**src/rtl/wb_commit_buffer_pkg.sv**
```systemverilog
// Shared core configuration and the writeback buffer entry type.
package wb_commit_buffer_pkg;

  localparam int DATA_WIDTH = 32;
  localparam int GPR_NUM    = 32;
  localparam int GPR_AW     = $clog2(GPR_NUM);

  // One buffered result destined for the architectural regfile.
  typedef struct packed {
    logic                  we;
    logic [GPR_AW-1:0]     waddr;
    logic [DATA_WIDTH-1:0] wdata;
  } wb_entry_t;

endpackage

```
**src/rtl/wb_commit_buffer.sv**
```systemverilog
// In-order writeback buffer: accepts up to two results per cycle and drains
// up to the two oldest per cycle onto registered regfile write ports.
// Port 1 always carries the younger entry, so a same-register pair resolves
// to program order under the regfile's higher-port-wins rule.
// Optional build macro: WB_COMMIT_TRACE_EN adds registered trace ports and a
// 64-bit commit counter for difftest.
module wb_commit_buffer
  import wb_commit_buffer_pkg::*;
#(
  parameter int DEPTH       = 8,
  parameter int WRITE_PORTS = 2
) (
  input  logic                                    clk,
  input  logic                                    rst,
  input  logic                                    flush_i,
  input  logic                                    hold_i,
  input  logic [WRITE_PORTS-1:0]                  enq_valid_i,
  input  logic [WRITE_PORTS-1:0]                  enq_we_i,
  input  logic [WRITE_PORTS-1:0][GPR_AW-1:0]      enq_waddr_i,
  input  logic [WRITE_PORTS-1:0][DATA_WIDTH-1:0]  enq_wdata_i,
  output logic                                    enq_ready_o,
  output logic [WRITE_PORTS-1:0]                  we_o,
  output logic [WRITE_PORTS-1:0][GPR_AW-1:0]      waddr_o,
  output logic [WRITE_PORTS-1:0][DATA_WIDTH-1:0]  wdata_o,
  output logic [$clog2(DEPTH):0]                  count_o
`ifdef WB_COMMIT_TRACE_EN
  ,
  output logic [WRITE_PORTS-1:0]                  trace_valid_o,
  output logic [WRITE_PORTS-1:0][GPR_AW-1:0]      trace_waddr_o,
  output logic [WRITE_PORTS-1:0][DATA_WIDTH-1:0]  trace_wdata_o,
  output logic [63:0]                             trace_cnt_o
`endif
);

  localparam int PW = $clog2(DEPTH);
  localparam int CW = PW + 1;

  wb_entry_t mem_q [DEPTH];
  wb_entry_t mem_d [DEPTH];
  wb_entry_t rd_entry;

  logic [PW-1:0] head_q, head_d, tail_q, tail_d, wr_ptr;
  logic [CW-1:0] count_q, count_d;
  logic [1:0]    enq_n, deq_n;
  logic          enq_ready;

  logic [WRITE_PORTS-1:0]                 we_q, we_d;
  logic [WRITE_PORTS-1:0][GPR_AW-1:0]     waddr_q, waddr_d;
  logic [WRITE_PORTS-1:0][DATA_WIDTH-1:0] wdata_q, wdata_d;

  // Ready depends on registered occupancy only, so the producer never sees a
  // combinational path from its own valid back to ready.
  assign enq_ready = (count_q <= CW'(DEPTH - 2));

  // Next-state for pointers, occupancy, entry storage and the drain registers.
  always_comb begin
    // NOTE: every signal gets a default before any branch so no path leaves it
    // unassigned; otherwise synthesis infers a latch.
    mem_d    = mem_q;
    head_d   = head_q;
    tail_d   = tail_q;
    count_d  = count_q;
    wr_ptr   = tail_q;
    rd_entry = '0;
    enq_n    = '0;
    deq_n    = '0;
    we_d     = '0;
    waddr_d  = '0;
    wdata_d  = '0;

    if (flush_i) begin
      // Flush wins over everything: drop buffered entries and this cycle's enqueue.
      head_d  = tail_q;
      count_d = '0;
    end else begin
      if (enq_ready) begin
        for (int k = 0; k < WRITE_PORTS; k++) begin
          if (enq_valid_i[k]) begin
            mem_d[wr_ptr] = '{we: enq_we_i[k], waddr: enq_waddr_i[k], wdata: enq_wdata_i[k]};
            wr_ptr        = wr_ptr + 1'b1;
            enq_n         = enq_n + 1'b1;
          end
        end
        tail_d = wr_ptr;
      end

      // Drain uses pre-update occupancy, so a fresh entry waits at least one edge.
      if (!hold_i) begin
        deq_n = (count_q >= CW'(2)) ? 2'd2 : count_q[1:0];
        for (int k = 0; k < WRITE_PORTS; k++) begin
          if (2'(k) < deq_n) begin
            rd_entry   = mem_q[head_q + PW'(k)];
            we_d[k]    = rd_entry.we && (rd_entry.waddr != '0);
            waddr_d[k] = rd_entry.waddr;
            wdata_d[k] = rd_entry.wdata;
          end
        end
        head_d = head_q + PW'(deq_n);
      end

      count_d = count_q + CW'(enq_n) - CW'(deq_n);
    end
  end

  // Control state and registered regfile write ports.
  always_ff @(posedge clk) begin
    // NOTE: non-blocking assignments here so every flop samples pre-edge values
    // regardless of statement order.
    if (rst) begin
      head_q  <= '0;
      tail_q  <= '0;
      count_q <= '0;
      we_q    <= '0;
      waddr_q <= '0;
      wdata_q <= '0;
    end else begin
      head_q  <= head_d;
      tail_q  <= tail_d;
      count_q <= count_d;
      we_q    <= we_d;
      waddr_q <= waddr_d;
      wdata_q <= wdata_d;
    end
  end

  // Entry storage.
  always_ff @(posedge clk) begin
    // NOTE: the entry array is deliberately not reset; occupancy alone decides
    // which slots are live, so stale data is never observed.
    mem_q <= mem_d;
  end

  assign enq_ready_o = enq_ready;
  assign we_o        = we_q;
  assign waddr_o     = waddr_q;
  assign wdata_o     = wdata_q;
  assign count_o     = count_q;

`ifdef WB_COMMIT_TRACE_EN
  logic [WRITE_PORTS-1:0] pop_d, pop_q;
  logic [63:0]            trace_cnt_d, trace_cnt_q;

  // Trace marks every popped slot, including entries that do not write a GPR.
  always_comb begin
    pop_d = '0;
    for (int k = 0; k < WRITE_PORTS; k++) begin
      pop_d[k] = (2'(k) < deq_n);
    end
    trace_cnt_d = trace_cnt_q + 64'(deq_n);
  end

  // Trace registers, aligned with the regfile write ports.
  always_ff @(posedge clk) begin
    if (rst) begin
      pop_q       <= '0;
      trace_cnt_q <= '0;
    end else begin
      pop_q       <= pop_d;
      trace_cnt_q <= trace_cnt_d;
    end
  end

  assign trace_valid_o = pop_q;
  assign trace_waddr_o = waddr_q;
  assign trace_wdata_o = wdata_q;
  assign trace_cnt_o   = trace_cnt_q;
`endif

endmodule

```
**config.mk**
```make
export PLATFORM = sky130hd
export DESIGN_NAME = wb_commit_buffer
export DESIGN_NICKNAME = d
export VERILOG_FILES = /design/src/rtl/wb_commit_buffer_pkg.sv /design/src/rtl/wb_commit_buffer.sv
export SDC_FILE = /design/constraint.sdc
export NUM_CORES = 1
export LEC_CHECK = 0
export CAP_MARGIN = 30
export CORE_MARGIN = 5
export CORE_UTILIZATION = 50
export DETAILED_ROUTE_END_ITERATION = 6
export DONT_BUFFER_PORTS = 1
export GPL_ROUTABILITY_DRIVEN = 0
export GPL_TIMING_DRIVEN = 1
export HOLD_SLACK_MARGIN = 0.12
export PLACE_DENSITY = 0.67
export SYNTH_ARGS = -nofsm -noshare
export SYNTH_HDL_FRONTEND = slang
export SYNTH_SLANG_ARGS = --single-unit
```
**constraint.sdc**
```tcl
create_clock -name clk -period 7.4 [get_ports clk]
set_clock_uncertainty 0.1 [all_clocks]
set_input_delay 0.74 -clock clk [delete_from_list [all_inputs] [get_ports clk]]
set_output_delay 0.74 -clock clk [all_outputs]
set_load 0.02 [all_outputs]
```
After elaboration in Yosys (flattened, before gate mapping):

Index checks and enable logic that the tools add are counted.

* bits in registers: 390
* input bits: 82
* output and inout port bits: 81
* word-level logic and storage cells: 99

* add/sub/neg operators: 7
* order comparisons: 10
* equal/unequal tests: 1
* mux-type cells: 31
* bitwise logic cells: 7
* reduce and logical (&&, ||, !) cells: 10

Operator list (count)
* two-way mux 304 bit: 4
* bitwise mux 304 bit: 2
* binary-select mux 38 bit (select 3 bit): 2
* demux 38 bit (select 3 bit): 2
* two-way mux 38 bit: 6
* two-way mux 3 bit: 6
* >= comparator 4 bit, second input constant: 4
* two-way mux 2 bit: 8
* NOT 3 -> 4 bit: 4
* nonzero test 5 bit: 2
* adder 3 x 1 -> 3 bit, second input constant: 3
* < comparator 4 x 1 -> 1 bit, second input constant: 2
* OR reduction 4 bit: 2
* adder 4 x 2 -> 4 bit: 1
* >= comparator 4 x 2 -> 1 bit, second input constant: 1
* <= comparator 4 x 3 -> 1 bit, second input constant: 1
* logical AND 1 bit: 4
* < comparator 1 x 2 -> 1 bit, first input constant: 2
* subtractor 4 x 2 -> 4 bit: 1
* adder 3 x 2 -> 3 bit: 1
* NOT 1 bit: 3
* adder 2 x 1 -> 2 bit, second input constant: 1
* inequality test 2 bit, second input constant: 1
* AND reduction 2 bit: 1
* other kinds (2): 2

Longest topological paths before layout:

* depth in word-level cells: 11
* depth in mapped cells: 13
* mapped depth without buffers: 13

Worst setup path after synthesis:

OpenSTA, ideal clock, no wires.

* path type: register -> register
* start point: reg count_q[3] (netlist: count_o[3])
* end point: reg tail_q[1]
* setup time: 0.139 ns
* data arrival time: 7.767 ns
* required time: 7.161 ns
* setup slack: -0.607 ns
* cell stages (with the launch flop): 8
* buffers on the path: 0
* clock period less this slack: 8.007 ns
* cell sequence: dfxtp_1 > inv_1 > ha_1 > and3_1 > or3_1 > inv_1 > mux2i_1 > nor2_1

* word-level cells in the longest chain between the ends: 2

Ends and longest elaborated chain
* from (decl): line wb_commit_buffer.sv:43 `logic [CW-1:0] count_q, count_d;`
* from (signal assigned): line wb_commit_buffer.sv:119 `count_q <= count_d;`
* <= comparator 4 x 3 -> 1 bit: line wb_commit_buffer.sv:53 `assign enq_ready = (count_q <= CW'(DEPTH - 2));`
* AND reduction 2 bit (no source line)
* to (signal assigned): line wb_commit_buffer.sv:118 `tail_q <= tail_d;`
* to (decl): line wb_commit_buffer.sv:42 `logic [PW-1:0] head_q, head_d, tail_q, tail_d, wr_ptr;`

Every way passes these cells.
A chain may end at the register's enable or synchronous reset.

Worst setup path in the final report:

* start point: reg head_q[1]
* end point: reg we_q[1] (netlist: we_o[1])

* word-level cells in the longest chain between the ends: 7

Ends and longest elaborated chain
* from (decl): line wb_commit_buffer.sv:42
* from (signal assigned): line wb_commit_buffer.sv:110 `head_q <= '0;`
* from (signal assigned): line wb_commit_buffer.sv:117 `head_q <= head_d;`
* adder 3 x 1 -> 3 bit (*): line wb_commit_buffer.sv:92 `rd_entry = mem_q[head_q + PW'(k)];`
* NOT 3 -> 4 bit (not written as such) (*): line wb_commit_buffer.sv:92
* binary-select mux 38 bit (select 3 bit) (*): line wb_commit_buffer.sv:92
* two-way mux 38 bit (not written as such) (*) (2 in a row): line wb_commit_buffer.sv:92
* nonzero test 5 bit: line wb_commit_buffer.sv:93 `we_d[k] = rd_entry.we && (rd_entry.waddr != '0);`
* logical AND 1 bit (*): line wb_commit_buffer.sv:93
* to (signal assigned): line wb_commit_buffer.sv:120 `we_q <= we_d;`
* to (decl): line wb_commit_buffer.sv:47 `logic [WRITE_PORTS-1:0] we_q, we_d;`

Every way passes the cells marked *; elsewhere a longest branch is shown, timed or not. The select of a mux whose other input is x is not followed.

==> results.json <==
{
  "dieArea_um2": 50900,
  "fp-row-count": 79,
  "synth_area_um2": 23300,
  "crit_fanout": 38,
  "routed_wl_um": 62800,
  "synthCells": 1754,
  "cts_tree": "yes",
  "swShare_pct": 30.0,
  "clock_sinks": 390,
  "crit_path_start_kind": "register",
  "p_leak_nw": 8.99,
  "clk_path_buf_depth": 3,
  "max-vdd-ir-drop_mv": 0.200,
  "worstSetupStartpoint": "head_q[1]$_SDFFE_PP0P_",
  "globalRoute.totalOverflow": 0,
  "holdWs_ns": 0.225,
  "multi_input_area_um2": 11700,
  "fin_setup_tns_ns": 0,
  "synth_cell_types": 50,
  "rr_startpoint": "head_q[1]$_SDFFE_PP0P_",
  "drive_above_1_share_pct": 31.7,
  "max_freq_mhz": 308,
  "fp.dieH_um": 226,
  "synth_warnings": 0,
  "synth_nets": 1850,
  "cts_root_buf": "clkbuf_16",
  "cp_data_arrival_time_ns": 3.64,
  "status": "completed",
  "synth_ff_type": "edfxtp_1",
  "drt-pass1-iter-count": 5,
  "io_buffers": 0,
  "syn-mean-instance-area_um2": 13.3,
  "cts_buffers": 45,
  "worstPathRequired_ns": 7.79,
  "synth-edff-count": 304,
  "dp_hpwl_um": 33900,
  "grt.total_usage_pct": 24.2,
  "dieWidth_um": 226,
  "hold_violations": 0,
  "fin_util_pct": 54.5,
  "setup_viol": 0,
  "drc_errors": 0,
  "reg2reg_to": "we_o[1]$_SDFF_PP0_",
  "p_sw_mw": 2.38,
  "min_period_ns": 3.25,
  "ant_nets": 0,
  "cts_resized": 0,
  "fillers": 3832,
  "seqPwrFrac_pct": 43.2,
  "area_growth_pct": 8.43,
  "cts_htree_levels": 2,
  "wire_per_inst_um": 26.9,
  "power_density_nw_per_um2": 315,
  "crit_type": "register to register",
  "period_share_pct": 43.9,
  "grt_first_pass_wirelength_um": 94000,
  "antenna_found_initial": 0,
  "clockPowerShare_pct": 27.9,
  "ys_ff_latch": 390,
  "initial_core_util_pct": 50.3,
  "drv_slew": 0,
  "num_vias": 14700,
  "mostFrequentLayoutCells": "304 x edfxtp_1, 272 x mux2_2, 211 x mux2i_1, 164 x nor2_1, 151 x a21oi_1",
  "clock_latency_ns": 0.58,
  "p_comb_share_pct": 28.9,
  "reg2reg_depth": 6,
  "core_um2": 46300,
  "endpoint_kind": "register",
  "synthArstFlopShare_pct": 0,
  "grt_setup_unrepaired": "no",
  "final_common_cell": "edfxtp_1",
  "num-nets-final": 1787,
  "r2r_slack_ns": 4.15,
  "max_cap_viol_count": 0,
  "path_clk_slew_ns": 0.06,
  "drt_iter0_drc": 1295,
  "yosysSeqAreaShare_pct": 46.7,
  "worst_pin_slew_ns": 1.04,
  "hold_path.class": "primary input to register",
  "p_int_mw": 5.57,
  "crit_end": "we_o[1]$_SDFF_PP0_",
  "grt_pass1_vias": 14700,
  "ioPinCount": 163,
  "slew_headroom_pct": 30.6,
  "seq_area_um2": 10900,
  "grt_max_degree": 149,
  "viasPerCell": 6.30
}
sequential cells by signal, summed over array words and instances, names as in the netlist:
name     cells
tail_q       3
head_q       3
mem_q      304
count_o      4
we_o         2
wdata_o     64
waddr_o     10
repair_timing:
action                     CTS  global route
hold endpoints to repair    10             0
buffers inserted             0             0
hold buffers                 2             0
setup endpoints to repair    0             0
cell families (layout without fill, tap and decap cells):
family | after synthesis | count (layout) | synth area share, %
mux | 663 | 663 | 38.1
flops | 390 | 390 | 46.7
simple gates | 311 | 311 | 5.55
compound gates | 209 | 209 | 4.73
buf+inv | 159 | 133 | 3.75
fa+ha+maj | 14 | 14 | 0.850
xor+xnor | 8 | 8 | 0.334
other cells | 0 | 1 | 0
cell usage after synthesis, drive strengths merged, types with 13 or more instances:
master | n | area share [%]
mux4 | 148 | 14
nor2 | 164 | 2.6
mux2 | 304 | 15
mux2i | 211 | 9.1
o21ai | 44 | 0.95
dfxtp | 86 | 7.4
nand2 | 112 | 1.8
clkbuf | 38 | 0.66
edfxtp | 304 | 39
a21oi | 151 | 3.2
inv | 13 | 0.21
buf | 108 | 2.9
cell type report:
class                      instances  area share (%)
clock buffer                      67            5.24
inverter                          13           0.208
multi-input combinational       1205            46.4
antenna                            1         0.00992
clock inverter                    17           0.546
sequential                       390            43.1
timing repair buffer              36            1.51
tap                              607            3.01
worst min-delay path by stage:
stage	start	to	slack [ns]	cells past startpoint
final	flush_i	head_q[0]$_SDFFE_PP0P_	0.22	2
after global routing	flush_i	head_q[0]$_SDFFE_PP0P_	0.21	2
after CTS	flush_i	head_q[0]$_SDFFE_PP0P_	0.19	2
after detailed placement	mem_q[172]$_DFFE_PP_	mem_q[172]$_DFFE_PP_	0.56	2
after global placement	mem_q[165]$_DFFE_PP_	mem_q[165]$_DFFE_PP_	0.54	2
after floorplan	mem_q[159]$_DFFE_PP_	mem_q[159]$_DFFE_PP_	0.50	2
stage by stage:
| step | setup WS (ns) | power [mW] | cells | area (µm²) |
|---|---|---|---|---|
| after floorplan | 1.19 | 5.28 | 1754 | 23300 |
| after global placement | 4.16 | 5.68 | 2244 | 23600 |
| after detailed placement | 4.11 | 5.77 | 2246 | 23700 |
| after CTS | 4.10 | 8.00 | 2332 | 25100 |
| after global routing | 3.99 | 8.35 | 2335 | 25200 |
| final | 4.15 | 7.95 | 2336 | 25200 |
critical path, stage by stage, from the launching register on:
cell and delay [ns]:
dfxtp_4 0.79, ha_4 0.50, buf_4 0.66, mux2i_1 0.20, mux4_2 0.50, and4_4 0.20
a211oi_2 0.19
per-layer routing:
| layer | wire length, µm | GRT usage [%] | vias up |
|---|---|---|---|
| met4 | 1560 | 6.01 | 0 |
| met3 | 5810 | 6.68 | 104 |
| met5 | 0 | 0 | - |
| met1 | 25200 | 32.2 | 7421 |
| met2 | 30200 | 39.7 | 564 |
| li1 | - | - | 6619 |
power groups by stage:
stage | combinational [mW] | clock (mW) | sequential, mW
5_1_grt | 2.51 | 2.35 | 3.49
3_3_place_gp | 2.22 | 0 | 3.46
2_1_floorplan | 1.88 | 0 | 3.40
3_5_place_dp | 2.29 | 0 | 3.48
6_report | 2.30 | 2.22 | 3.44
4_1_cts | 2.30 | 2.26 | 3.44
Note: power is estimated with default switching activity, not from simulation.
